### src/rtl/serial_arith_pkg.sv
// Shared encodings for the bit-serial add/subtract controller.
// State and opcode constants plus the FSM state type.
package serial_arith_pkg;

    localparam logic [1:0] ST_IDLE = 2'd0;
    localparam logic [1:0] ST_RUN  = 2'd1;
    localparam logic [1:0] ST_DONE = 2'd2;

    localparam logic OP_ADD = 1'b0;
    localparam logic OP_SUB = 1'b1;

    typedef enum logic [1:0] {
        S_IDLE = ST_IDLE,
        S_RUN  = ST_RUN,
        S_DONE = ST_DONE
    } state_t;

    function automatic int cnt_width(input int w);
        return (w > 1) ? $clog2(w) : 1;
    endfunction

endpackage

### src/rtl/bit_full_adder.sv
// One-bit full adder assembled from two half-adder cells.
// The carries of both half adders are ORed into the carry-out.
module bit_full_adder (
    input  logic x,
    input  logic y,
    input  logic ci,
    output logic s,
    output logic co
);

    logic w_s1;
    logic w_c1;
    logic w_c2;

    assign w_s1 = x ^ y;
    assign w_c1 = x & y;

    assign s    = w_s1 ^ ci;
    assign w_c2 = w_s1 & ci;

    assign co   = w_c1 | w_c2;

endmodule

### src/rtl/serial_adder_ctrl.sv
// Bit-serial add/subtract controller: one full-adder cell reused
// over WIDTH clocks, LSB first, behind valid/ready handshakes.
module serial_adder_ctrl
    import serial_arith_pkg::*;
#(
    parameter int WIDTH = 8
) (
    input  logic             clk,
    input  logic             rst,
    input  logic             in_valid,
    output logic             in_ready,
    input  logic             op,
    input  logic [WIDTH-1:0] a,
    input  logic [WIDTH-1:0] b,
    input  logic             cin,
    output logic             out_valid,
    input  logic             out_ready,
    output logic [WIDTH-1:0] sum,
    output logic             cout,
    output logic             busy
);

    localparam int CNT_W = cnt_width(WIDTH);
    localparam logic [CNT_W-1:0] CNT_LAST = CNT_W'(WIDTH - 1);

    state_t           r_state;
    state_t           w_next;
    logic [WIDTH-1:0] r_a_sh;
    logic [WIDTH-1:0] r_b_sh;
    logic [WIDTH-1:0] r_sum_sh;
    logic [WIDTH-1:0] w_sum_nxt;
    logic             r_carry;
    logic [CNT_W-1:0] r_cnt;
    logic             w_fa_s;
    logic             w_fa_c;
    logic             w_accept;
    logic             w_step;

    bit_full_adder u_fa (
        .x  (r_a_sh[0]),
        .y  (r_b_sh[0]),
        .ci (r_carry),
        .s  (w_fa_s),
        .co (w_fa_c)
    );

    always_ff @(posedge clk or posedge rst) begin
        if (rst) begin
            r_state <= S_IDLE;
        end else begin
            r_state <= w_next;
        end
    end

    // Unused encoding 2'd3 falls into default and returns to IDLE.
    always_comb begin
        w_next    = r_state;
        in_ready  = 1'b0;
        out_valid = 1'b0;
        busy      = 1'b0;
        case (r_state)
            S_IDLE: begin
                in_ready = 1'b1;
                if (in_valid) begin
                    w_next = S_RUN;
                end
            end
            S_RUN: begin
                busy = 1'b1;
                if (r_cnt == CNT_LAST) begin
                    w_next = S_DONE;
                end
            end
            S_DONE: begin
                busy      = 1'b1;
                out_valid = 1'b1;
                if (out_ready) begin
                    w_next = S_IDLE;
                end
            end
            default: begin
                w_next = S_IDLE;
            end
        endcase
    end

    assign w_accept = in_valid && in_ready;
    assign w_step   = (r_state == S_RUN);

    generate
        if (WIDTH == 1) begin : g_w1
            assign w_sum_nxt = w_fa_s;
        end else begin : g_wn
            assign w_sum_nxt = {w_fa_s, r_sum_sh[WIDTH-1:1]};
        end
    endgenerate

    always_ff @(posedge clk or posedge rst) begin
        if (rst) begin
            r_a_sh   <= '0;
            r_b_sh   <= '0;
            r_sum_sh <= '0;
            r_carry  <= 1'b0;
            r_cnt    <= '0;
        end else if (w_accept) begin
            r_a_sh   <= a;
            r_b_sh   <= (op == OP_SUB) ? ~b : b;
            r_carry  <= (op == OP_SUB) ? 1'b1 : cin;
            r_sum_sh <= '0;
            r_cnt    <= '0;
        end else if (w_step) begin
            r_a_sh   <= r_a_sh >> 1;
            r_b_sh   <= r_b_sh >> 1;
            r_sum_sh <= w_sum_nxt;
            r_carry  <= w_fa_c;
            r_cnt    <= r_cnt + 1'b1;
        end
    end

    assign sum  = r_sum_sh;
    assign cout = r_carry;

endmodule
### config.mk
export PLATFORM = sky130hd
export DESIGN_NAME = serial_adder_ctrl
export DESIGN_NICKNAME = d
export VERILOG_FILES = /design/src/rtl/serial_arith_pkg.sv /design/src/rtl/bit_full_adder.sv /design/src/rtl/serial_adder_ctrl.sv
export SDC_FILE = /design/constraint.sdc
export NUM_CORES = 1
export LEC_CHECK = 0
export ABC_AREA = 1
export CORE_MARGIN = 2
export CORE_UTILIZATION = 45
export CTS_CLUSTER_DIAMETER = 100
export DETAILED_ROUTE_END_ITERATION = 8
export HOLD_SLACK_MARGIN = 0.08
export PLACE_DENSITY = 0.73
export SYNTH_ARGS = -nofsm -noshare
export SYNTH_HDL_FRONTEND = slang
export SYNTH_SLANG_ARGS = --single-unit
### constraint.sdc
create_clock -name clk -period 1.58 [get_ports clk]
set_input_delay 0.237 -clock clk [delete_from_list [all_inputs] [get_ports clk]]
set_output_delay 0.237 -clock clk [all_outputs]
set_load 0.1 [all_outputs]
==> results.md <==
- WL met1: 1.34 mm
- DR DRC count: 0
- Dominant cell type by area after synthesis: dfrtp_1
- Setup_tns: 0 ns
- CTS root buf: clkbuf_4
- Top routing layer in use: met4
- # rows: 21
- Fmax: 667 MHz
- Pin count of the biggest net entering global routing: 31
- Gpl congestion: 0.783
- Actual slew at the worst max-slew pin: 0.374 ns
- Vias: 1,366
- Die H: 63 µm
- Htree depth: 2
- Mapped Nets: 228
- CP peak stage delay: 0.43 ns
- Commonest cells post-synth: nand2_1, dfrtp_1, nand3_1
- Top cells by area, synth: dfrtp_1, nand2_1, nand3_1
- IO Pins: 34
- Worst EP required: 1.34 ns
- Met3 wire length: 153 µm
- Clock Tree Buf Depth: 2
- Worst skew pair latency: 0.32 ns
- Pwr dens: 2290 nW/µm²
- Final hold slack: 0.289 ns
- Final Cycle Share: 94.9%
- ANT nets after route: 0
- TritonCTS clock tree: built
- Grt ovf: 0
- Final Max Slew Viols: 0
- Ordered list of cells on the worst path: inv_2, ha_4, buf_12
- Synth Instances: 199
- Asr flop ratio synth: 100%
- Fin. Hold Viols: 0
- Die area: 3970 µm²
- EDFF count, synth: 0
- Worst-path clk slew: 0.09 ns
- Initial DRC count: 90
- Syn_area_per_cell: 7.87 µm²
- Area of the core: 3340 µm²
- Most frequent cell after synthesis: nand2_1
- Total setup buffers inserted after CTS: 0
- CP max FO: 4
- Fraction of layout cells with a size suffix above 1: 14.8%
- Antenna violations before repair: 0
- Clk_skew: 0.00333 ns
- Yosys reg bits: 30
- Hold Crit Class: input port to async pin
- Post-synth top area share: 47.9%
- First-pass GRT wire length: 5.41 mm
- Post-CTS resize count: 0
- Share of the yosys chip area belonging to registers: 47.9%
- Worst IR Drop VDD: 0.846 mV
- Die Width: 63 µm
- Lkg Pwr: 1.08 nW
- Post-Syn Area: 1570 µm²
- Setup Viol. Count Final: 0
- Worst Reg2Reg Path Length in Cells: 7
- Routed wl met2: 1.40 mm
- Final net count: 267
- Port bufs: 33
- CTS buffer count: 5
- Placed cell areas: 2080 µm²
- Synthesis Warnings: 0
- FILL cells: 291
- RSZ-0062 raised after global routing: no
- Max_cap viols: 0
- CP max stage cell: dfrtp_1
- Crit path DAT: 1.26 ns
- Status: complete, no violations
- Hold-fix buffers, CTS: 0
- Util after Layout: 64.1%
- Vias per inst: 4.83
- Area grow syn2layout: 36.5%
- Critical path type: register to primary output
- Diodes inserted: 0
- Synth Flop Type: dfrtp_1
- Worst setup EP type: primary output
- Total clock sinks: 30
- Crit path launch type: register
- Final Cell Area: 2140 µm²
- Drt first pass iters: 4
- Routed len/inst: 10.4 µm
- Rel. slew slack: 75.1%
- Cell variety after synth: 18
- Crit path time final: 1.50 ns
- Initial Util: 46.9%
- Routed WL: 2.94 mm
- Overall routing resource usage: 17.2%
- DP Wirelength: 2.12 mm
- Vias in the first global route: 1,226
[kinds of logic (layout without fill, tap and decap cells)]
| group | after synthesis | after routing | share of synthesized area, % |
|---|---|---|---|
| AND/OR/NAND/NOR | 115 | 115 | 31.1 |
| flip-flops | 30 | 30 | 47.9 |
| buffers and inverters | 30 | 68 | 9.03 |
| AO/OA/AOI/OAI | 16 | 16 | 5.35 |
| adder cells (fa/ha/maj) | 7 | 7 | 6.07 |
| XOR/XNOR | 1 | 1 | 0.559 |
[registers in the layout, summed over array words and instances (netlist names)]
register and count:
r_a_sh 8, cout 1, r_b_sh 8, sum 8, r_state 2, r_cnt 3
[metrics by stage]
step           cells  power (mW)  worst slack, ns
2_1_floorplan    199        3.57           0.0758
3_3_place_gp     277        4.46            0.146
3_5_place_dp     277        4.49            0.115
4_1_cts          283        4.93           0.0214
5_1_grt          283        5.26          0.00612
6_report         283        4.90           0.0807
[worst paths after layout]
path | startpoint | end | slack (ns)
setup / recovery | r_state[0] | busy | 0.08
hold / removal | rst | sum[2] | 0.29
setup reg to reg | r_state[1] | r_a_sh[0] | 0.19
hold reg to reg | r_a_sh[7] | r_a_sh[7] | 0.48
max in group asynchronous | rst | cout | 1.00
min in group clk | a[7] | r_a_sh[7] | 0.45
[layout make-up]
class                           count  area [µm²]  share of cell area (%)
Timing Repair Buffer               40         503                    23.5
Sequential cell                    30         752                    35.2
Tap cell                           46        57.6                    2.69
Multi-Input combinational cell    139         689                    32.2
Clock buffer                        6        51.3                    2.40
Inverter                           22        85.1                    3.98
[routing by layer]
metal  vias to the layer above  GRT usage [%]
met3                         6           4.32
met5                         -              0
li1                        700              -
met2                        45           25.3
met1                       615           23.6
met4                         0           8.61
[power breakdown]
part / leakage (nW) / internal [mW] / total, mW / switching, mW
clock: 0.0302 / 0.200 / 0.436 / 0.236
sequential: 0.375 / 1.13 / 1.41 / 0.274
combinational: 0.672 / 1.11 / 3.06 / 1.95
total: 1.08 / 2.44 / 4.90 / 2.46
[placed cells by master, fill, tap and decap left out, drive strengths merged, types with 2 or more instances in the layout]
cell and n:
a21oi 3, buf 19, clkbuf 6, clkdlybuf4s50 21, dfrtp 30, ha 6
inv 22, nand2 76, nand3 28, nand4 2, nor2 9, o21ai 13
[worst max-delay path: cells and delay by family (launching register included)]
family | cells | cell delay (ns)
adder cells (fa/ha/maj) | 1 | 0.27
buffers and inverters | 2 | 0.24
flip-flops | 1 | 0.43
No activity file was read; power rests on OpenSTA's default activity.
